==> src/rtl/rs232rx.sv <==
// rs232rx: 16x oversampled RS-232 receiver with majority-vote sampling,
// parity/framing/break/overrun detection and a show-ahead output FIFO.
// Ports: clock, reset_n (async, active low), serial_in (RXD, idle high),
//   rd_valid/rd_ready/rd_data/rd_parity_err/rd_frame_err (FIFO head),
//   overrun/break_det (sticky flags), err_clear, fifo_level.
module rs232rx #(
   parameter int FREQUENCY = 25_000_000,
   parameter int BPS       = 57_600,
   parameter int DATA_BITS = 8,
   parameter int PARITY    = 0,
   parameter int STOP_BITS = 1,
   parameter int FIFO_LOG2 = 2
) (
   input  logic                 clock,
   input  logic                 reset_n,
   input  logic                 serial_in,
   output logic                 rd_valid,
   input  logic                 rd_ready,
   output logic [DATA_BITS-1:0] rd_data,
   output logic                 rd_parity_err,
   output logic                 rd_frame_err,
   output logic                 overrun,
   output logic                 break_det,
   input  logic                 err_clear,
   output logic [FIFO_LOG2:0]   fifo_level
);

   localparam int DIVISOR = FREQUENCY / (BPS * 16);
   localparam int DW      = $clog2(DIVISOR);
   localparam int DEPTH   = 1 << FIFO_LOG2;
   localparam int WW      = DATA_BITS + 2;
   localparam logic [DW-1:0]      DIV_LAST = DW'(DIVISOR - 1);
   localparam logic [3:0]         BIT_LAST = 4'(DATA_BITS - 1);
   localparam logic [FIFO_LOG2:0] FULL_LVL = (FIFO_LOG2 + 1)'(DEPTH);

   typedef enum logic [2:0] {
      IDLE, START, DATA, PAR, STOP, STOP2, BRKW
   } state_t;

   state_t state, next;

   logic sync1, rxs, rxs_q;
   logic fall, tick, bit_end, vote;
   logic [DW-1:0] div_cnt;
   logic [3:0] phase;
   logic [3:0] bit_cnt;
   logic v7, v8;
   logic [DATA_BITS-1:0] shreg;
   logic pbit, exp_pbit;
   logic start_det, shift, par_load, push;
   logic perr, ferr, brk;
   logic [WW-1:0] word, head, last_q;
   logic [WW-1:0] mem [DEPTH];
   logic [FIFO_LOG2-1:0] wptr, rptr;
   logic full, pop, accept;

   // Two-flop synchroniser plus one extra stage for edge detection.
   always_ff @(posedge clock or negedge reset_n) begin
      if (!reset_n) begin
         sync1 <= 1'b1;
         rxs   <= 1'b1;
         rxs_q <= 1'b1;
      end else begin
         sync1 <= serial_in;
         rxs   <= sync1;
         rxs_q <= rxs;
      end
   end

   assign fall    = rxs_q & ~rxs;
   assign tick    = (div_cnt == DIV_LAST);
   assign bit_end = tick && (phase == 4'd9);
   assign vote    = (v7 & v8) | (v7 & rxs) | (v8 & rxs);

   always_ff @(posedge clock or negedge reset_n) begin
      if (!reset_n) state <= IDLE;
      else          state <= next;
   end

   always_comb begin
      next      = state;
      start_det = 1'b0;
      shift     = 1'b0;
      par_load  = 1'b0;
      push      = 1'b0;
      unique case (state)
         IDLE: if (fall) begin
            next      = START;
            start_det = 1'b1;
         end
         START: if (bit_end) next = vote ? IDLE : DATA;
         DATA: if (bit_end) begin
            shift = 1'b1;
            if (bit_cnt == BIT_LAST)
               next = (PARITY != 0) ? PAR : STOP;
         end
         PAR: if (bit_end) begin
            par_load = 1'b1;
            next     = STOP;
         end
         STOP: if (bit_end) begin
            push = 1'b1;
            if (!vote)               next = BRKW;
            else if (STOP_BITS == 2) next = STOP2;
            else                     next = IDLE;
         end
         STOP2: if (bit_end) next = IDLE;
         BRKW:  if (rxs) next = IDLE;
         default: next = IDLE;
      endcase
   end

   // Tick/phase counters restart on the start edge so phase 8 lands
   // near each bit centre.
   always_ff @(posedge clock or negedge reset_n) begin
      if (!reset_n) begin
         div_cnt <= '0;
         phase   <= '0;
         bit_cnt <= '0;
         v7      <= 1'b1;
         v8      <= 1'b1;
         shreg   <= '0;
         pbit    <= 1'b0;
      end else begin
         if (start_det) begin
            div_cnt <= '0;
            phase   <= '0;
            bit_cnt <= '0;
         end else begin
            div_cnt <= tick ? '0 : div_cnt + 1'b1;
            if (tick)  phase   <= phase + 4'd1;
            if (shift) bit_cnt <= bit_cnt + 4'd1;
         end
         if (tick && phase == 4'd7) v7 <= rxs;
         if (tick && phase == 4'd8) v8 <= rxs;
         if (shift)    shreg <= {vote, shreg[DATA_BITS-1:1]};
         if (par_load) pbit  <= vote;
      end
   end

   // Odd parity: data plus parity bit carry an odd number of ones.
   assign exp_pbit = (PARITY == 1) ? ~(^shreg) : ^shreg;
   assign perr     = (PARITY != 0) && (pbit != exp_pbit);
   assign ferr     = ~vote;
   assign brk      = push & ~vote & (shreg == '0)
                   & ((PARITY == 0) | ~pbit);
   assign word     = {ferr, perr, shreg};

   assign full     = (fifo_level == FULL_LVL);
   assign rd_valid = (fifo_level != '0);
   assign pop      = rd_valid & rd_ready;
   // When full, wptr==rptr: the read sees the old word before the write.
   assign accept   = push & (~full | pop);
   assign head     = mem[rptr];

   assign {rd_frame_err, rd_parity_err, rd_data} =
      rd_valid ? head : last_q;

   always_ff @(posedge clock) begin
      if (accept) mem[wptr] <= word;
   end

   always_ff @(posedge clock or negedge reset_n) begin
      if (!reset_n) begin
         wptr       <= '0;
         rptr       <= '0;
         fifo_level <= '0;
         last_q     <= '0;
         overrun    <= 1'b0;
         break_det  <= 1'b0;
      end else begin
         if (accept) wptr <= wptr + 1'b1;
         if (pop) begin
            rptr   <= rptr + 1'b1;
            last_q <= head;
         end
         unique case ({accept, pop})
            2'b10:   fifo_level <= fifo_level + 1'b1;
            2'b01:   fifo_level <= fifo_level - 1'b1;
            default: fifo_level <= fifo_level;
         endcase
         if (push & ~accept) overrun <= 1'b1;
         else if (err_clear) overrun <= 1'b0;
         if (brk)            break_det <= 1'b1;
         else if (err_clear) break_det <= 1'b0;
      end
   end

endmodule
==> config.mk <==
export PLATFORM = sky130hd
export DESIGN_NAME = rs232rx
export DESIGN_NICKNAME = d
export VERILOG_FILES = /design/src/rtl/rs232rx.sv
export SDC_FILE = /design/constraint.sdc
export NUM_CORES = 1
export LEC_CHECK = 0
export CELL_PAD_IN_SITES_DETAIL_PLACEMENT = 0
export CELL_PAD_IN_SITES_GLOBAL_PLACEMENT = 1
export CORE_MARGIN = 10
export CORE_UTILIZATION = 45
export CTS_BUF_LIST = sky130_fd_sc_hd__clkbuf_16
export DETAILED_ROUTE_END_ITERATION = 7
export GPL_ROUTABILITY_DRIVEN = 0
export PLACE_DENSITY = 0.81
export SKIP_CTS_REPAIR_TIMING = 1
export SLEW_MARGIN = 10
export SYNTH_ARGS = -nofsm -noshare
export SYNTH_HDL_FRONTEND = slang
export SYNTH_SLANG_ARGS = --single-unit
==> constraint.sdc <==
create_clock -name clock -period 2.02 [get_ports clock]
set_clock_uncertainty 0.2 [all_clocks]
set_input_delay 0.606 -clock clock [delete_from_list [all_inputs] [get_ports clock]]
set_output_delay 0.606 -clock clock [all_outputs]
set_load 0.05 [all_outputs]
==> metrics.cfg, run 1 <==
[synth]
synth-seq-area-share_pct=61.6
syn_nets=263
synth_top_cell_by_area=edfxtp_1
synth_area_leaders=edfxtp_1 (29%), dfrtp_1 (29%), mux2_2 (6.1%)
ys_warn_count=0
synth_top_cell_area_share_pct=29.4
syn-cell-area_um2=3680
avgSynthCellArea_um2=14.9
synth_seq_cells=83
synth_ff_type=dfrtp_1
synthCells=247
async_flop_share_pct=56.6
ys_types=50
synth-edff-count=36

[power_and_ir_drop]
vdd_drop_max_v=0.000719
pwr-share-seq_pct=44.8
power.switching_mw=1.06
leakage_nw=2.09
clock_power_share_pct=37.7
combPwrFrac_pct=17.5
intPower_mw=3.20
power.density_nw_per_um2=870
totalPowerFinal_mw=4.26
sw_frac_of_total_pct=25.0

[drt]
viasPerCell=5.11
wl_per_cell_um=17.3
drt-initial-drc-count=82
drc_errors=0
via_count=2176
drtPass1Iterations=4
drt-total-wl_mm=7.39
ant_nets=0

[global_route]
grt_pass1_wl_mm=10.6
grt_overflow=0
track_usage_pct=11.2
antenna_found_initial=0
grt_pass1_vias=2181
grt_max_degree=37

[sta]
drv_slew=0
finalCritPeriodShare_pct=131
worst_slack_ns=-0.622
finalCriticalPeriod_ns=2.64
tns_ns=-7.41
hold_viol_final=0
setup_viol=55
rsz0062_at_grt=true
fmax_mhz=378
fin_hold_ws_ns=0.157

[die]
core_um2=7850
initial_core_util_pct=46.8
dieArea_um2=12200
ios=21
die_y_um=110
std_cell_rows=32
die_w_um=110

[cells_and_area]
drive_gt1_share_pct=46.3
layout_common_cells=dfrtp_1 (38), buf_4 (37), edfxtp_1 (36)
final_util_pct=62.4
final_common_cell=dfrtp_1
num_antenna_cells=0
syn_to_final_growth_pct=33.2
fin_nets=335
design_area_um2=4890

[place]
dp_hpwl_mm=4.64
port_buffers=19
dpl_cell_area_um2=4250

[setup_path]
crit_path_top_delay_cell=mux4_2
rr_worst_depth=7
crit_arrival_ns=1.84
slowest_delay_ns=0.52
critPathRequiredTime_ns=1.21
cp_cell_sequence=buf_12 -> mux4_2 -> mux2_4 -> buf_6
rr_startpoint=fifo_level[0]
reg2reg_to=fifo_level[2]
crit_fanout=6
worst_setup_path_end_kind=primary output
rrSetupSlack_ns=-0.24
worstSetupPathType=flop to primary output
startpoint_type=flop

[clocking]
tritoncts=done
clock_latency_ns=0.33
cts.sink_count=83
cts_htree_levels=3
cts_buffer_depth=2
cts_inserted_buffers=9
clockRootBuffer=clkbuf_16
clkSlewWorstSetupHoldPaths_ns=0.06

[min_path]
hold_path_class=flop to flop
hp-start=sync1
hold-path-endpoint=rxs
hold_depth=0

[outcome]
status=complete, but fails checks
violations=negative setup slack

[run]
maxCapViolCount=0

==> cell families (layout without fill, tap and decap cells) <==
family	after synthesis	count (layout)	synth area share, %
AO/OA/AOI/OAI	15	15	2.66
XOR/XNOR	14	14	3.34
adder cells (fa/ha/maj)	11	11	3.95
buffers and inverters	22	94	3.06
flip-flops	83	83	61.6
multiplexers	41	41	15.7
other	1	1	0.102
AND/OR/NAND/NOR	60	65	9.63
==> cells in the mapped netlist, types with 2 or more instances <==
cell type,n
buf_4,3
xnor2_1,9
dfstp_2,5
nand2_1,8
nand4_1,3
o21ai_0,4
buf_2,3
nor4_1,2
mux2_2,20
nor2_1,15
clkbuf_1,3
mux2_1,9
ha_1,10
nand2b_1,2
nand4b_1,2
or3_1,2
and2_2,4
and4b_1,2
edfxtp_1,36
mux4_2,9
dfrtp_1,42
nand3_1,8
inv_1,11
a21oi_1,4
buf_6,2
xor2_1,5
==> worst max path at each step <==
| stage | from | endpoint | slack (ns) | cells after the start |
|---|---|---|---|---|
| floorplan | fifo_level[0] | rd_data[0] | -0.33 | 3 |
| global placement | rd_ready | mem[1][2] | -0.54 | 5 |
| detailed placement | rd_ready | mem[0][1] | -0.63 | 5 |
| CTS | rptr[0] | rd_data[5] | -0.66 | 4 |
| global route | rptr[0] | rd_frame_err | -0.67 | 4 |
| finish | rptr[0] | rd_data[5] | -0.62 | 4 |
==> worst max-delay path: cells and delay by family, from the launching register on <==
kind	cells	cell delay (ns)
flops	1	0.41
buf+inv	2	0.29
mux	2	0.80
==> power by group through the flow <==
| stage | Clock (mW) | Combinational [mW] | Sequential [mW] |
|---|---|---|---|
| 2_1_floorplan | 0 | 0.356 | 1.96 |
| 3_3_place_gp | 0 | 0.617 | 1.93 |
| 3_5_place_dp | 0 | 0.640 | 1.94 |
| 4_1_cts | 1.63 | 0.648 | 1.91 |
| 5_1_grt | 1.71 | 0.837 | 1.92 |
| 6_report | 1.61 | 0.745 | 1.91 |
==> per-stage QoR <==
step,instances,setup slack [ns]
global placement,389,-0.544
global route,426,-0.668
detailed placement,389,-0.634
CTS,405,-0.658
finish,426,-0.622
floorplan,247,-0.328
==> routing by layer <==
| metal | routed length (µm) | share of wire (%) | vias up | GRT usage (%) |
|---|---|---|---|---|
| met2 | 3830 | 52 | 42 | 18.5 |
| met5 | 0 | 0 | - | 0 |
| li1 | - | - | 1045 | - |
| met4 | 152 | 2.1 | 0 | 3.85 |
| met3 | 310 | 4.2 | 13 | 3.37 |
| met1 | 3100 | 42 | 1076 | 13.7 |
==> flip-flops by register name (all words and copies together) (netlist names) <==
signal and flops:
shreg 8, rxs 1, v8 1, rxs_q 1
overrun 1, bit_cnt 4, rptr 2, state 3
div_cnt 5, last_q 9, v7 1, fifo_level 3
phase 4, wptr 2, break_det 1, sync1 1
mem 36
==> final cells by class <==
class	count	area, µm²
Multi-Input combinational cell	147	1480
Timing Repair Buffer	67	686
Fill cell	589	2950
Clock buffer	9	225
Tap cell	102	128
Clock inverter	7	70.1
Inverter	11	41.3
Sequential cell	83	2270
No activity file was read; power rests on OpenSTA's default activity.
==> inputs of run 2 (changes only) <==
--- a/config.mk
+++ b/config.mk
@@ -5,6 +5,7 @@
 export SDC_FILE = /design/constraint.sdc
 export NUM_CORES = 1
 export LEC_CHECK = 0
+export CAP_MARGIN = 20
 export CELL_PAD_IN_SITES_DETAIL_PLACEMENT = 0
 export CELL_PAD_IN_SITES_GLOBAL_PLACEMENT = 1
 export CORE_MARGIN = 10
@@ -18,3 +19,4 @@
 export SYNTH_ARGS = -nofsm -noshare
 export SYNTH_HDL_FRONTEND = slang
 export SYNTH_SLANG_ARGS = --single-unit
+export TNS_END_PERCENT = 20
==> run 2 against run 1 <==
The run still ends with negative setup slack left; largest cell class unchanged; critical path depth did not move; critical endpoint is now rd_data[7]; flip-flop and latch count did not move; via count fell by 2.0%; sequential power barely moved; wire length fell by 5.8%.
==> metrics.cfg, run 2 (synthesized netlist as in run 1, its figures left out) <==
[cells_and_area]
final_cell_count_no_fill=413
regArea_um2=2270
largest_reg_flops=36
reg_top3=mem x36, last_q x9, shreg x8
multiInputGateArea_um2=1370
drive_gt1_share_pct=40.5
final_common_cell=dfrtp_1
num_antenna_cells=0
fin_nets=322
syn_to_final_growth_pct=28.4
layout_common_cells=dfrtp_1 (38), edfxtp_1 (36), buf_4 (33)
fillers=594
design_area_um2=4720
top_register=mem

[global_route]
track_usage_pct=11.8
use_met1_pct=14.7
grt.busiest_layer=met2
grt_overflow=0
grt_use_met3_pct=3.08
antenna_found_initial=0
grt_pass1_wl_mm=11.1
grt_max_degree=38
grt_use_met2_pct=19.0
grt_pass1_vias=2162

[run]
maxCapViolCount=0

[power_and_ir_drop]
vdd_drop_max_v=0.000567
totalPowerFinal_mw=4.17
power.density_nw_per_um2=884
leakage_nw=2.02

[setup_path]
startpoint=rptr[0]
worst_setup_path_end_kind=primary output
rrSetupSlack_ns=-0.20
crit_arrival_ns=1.86
rr_startpoint=fifo_level[1]
cp-endpoint=rd_data[7]
critPathRequiredTime_ns=1.21
reg2reg_to=fifo_level[1]
rr_worst_depth=5
startpoint_type=flop
crit_fanout=5
worstSetupPathType=flop to primary output

[drt]
drt-total-wl_mm=6.96
via_count=2132
wl_per_cell_um=16.9
viasPerCell=5.16
ant_nets=0
drc_errors=0
drt-initial-drc-count=93
drtPass1Iterations=6

[clocking]
cts_buffer_depth=2
clockRootBuffer=clkbuf_16
clock_latency_ns=0.33
cts_inserted_buffers=9
cts_htree_levels=3
tritoncts=done
clkSlewWorstSetupHoldPaths_ns=0.06
cts.sink_count=83

[place]
port_buffers=19
dp_hpwl_mm=4.65
placed_cells=389
dpl_cell_area_um2=4250

[sta]
worst_slack_ns=-0.647
drv_slew=0
rsz0062_at_grt=true
finalCritPeriodShare_pct=132
finalCriticalPeriod_ns=2.67
hold_viol_final=0
setup_viol=45
fmax_mhz=375

[outcome]
status=complete, but fails checks
violations=negative setup slack

[die]
ios=21
dieArea_um2=12200
std_cell_rows=32
core_um2=7850
die_y_um=110
initial_core_util_pct=46.8
die_w_um=110

[min_path]
hold_path_class=flop to flop

run 2: cell count changes in the layout (fill, tap and decap cells not counted), sizes merged:
cell / delta
or3: -1
buf: -9
and2: -3
inv: -2
clkinv: +5
clkinvlp: -3
run 2: per-stage QoR:
stage,setup WS [ns],util [%],TNS [ns],hold slack [ns]
after global placement,-0.550,54.1,-24.17,0.148
final,-0.647,60.1,-7.31,0.157
after floorplan,-0.328,-,-3.34,0.110
after CTS,-0.673,58.0,-16.81,-0.0384
after global routing,-0.678,60.1,-11.38,0.160
after detailed placement,-0.579,54.1,-25.81,0.149
run 2: how the worst min path moves through the flow:
stage,slack [ns],depth (start not counted),endpoint,from
after floorplan,0.11,0,bit_cnt[0],reset_n
after global placement,0.15,0,rxs,sync1
after detailed placement,0.15,0,rxs,sync1
after CTS,-0.04,1,last_q[2],reset_n
after global routing,0.16,0,rxs,sync1
final,0.16,0,rxs,sync1
run 2: layout make-up:
| type | count | area share [%] |
|---|---|---|
| Tap cell | 102 | 2.70 |
| Sequential cell | 83 | 48.1 |
| Timing Repair Buffer | 58 | 12.8 |
| Clock inverter | 7 | 1.67 |
| Clock buffer | 9 | 4.77 |
| Inverter | 11 | 0.875 |
| Multi-Input combinational cell | 143 | 29.1 |
run 2: routing by layer:
metal  wire length, µm  share of wire (%)  up-vias
met5                 0                  0        -
met4               117                1.7        0
met3               311                4.5       13
met2              3460                 50       40
met1              3070                 44     1062
li1                  -                  -     1017
run 2: power by group:
part           total [mW]  leakage [nW]  switching [mW]  internal [mW]
clock network        1.61         0.150           0.649          0.965
registers            1.91         0.950          0.0519           1.85
logic               0.650         0.921           0.314          0.336
run 2: critical path: stages (launching register included):
cell and delay, ns:
dfrtp_2 0.41, clkbuf_16 0.17, mux4_2 0.52, mux2_4 0.28, buf_6 0.15
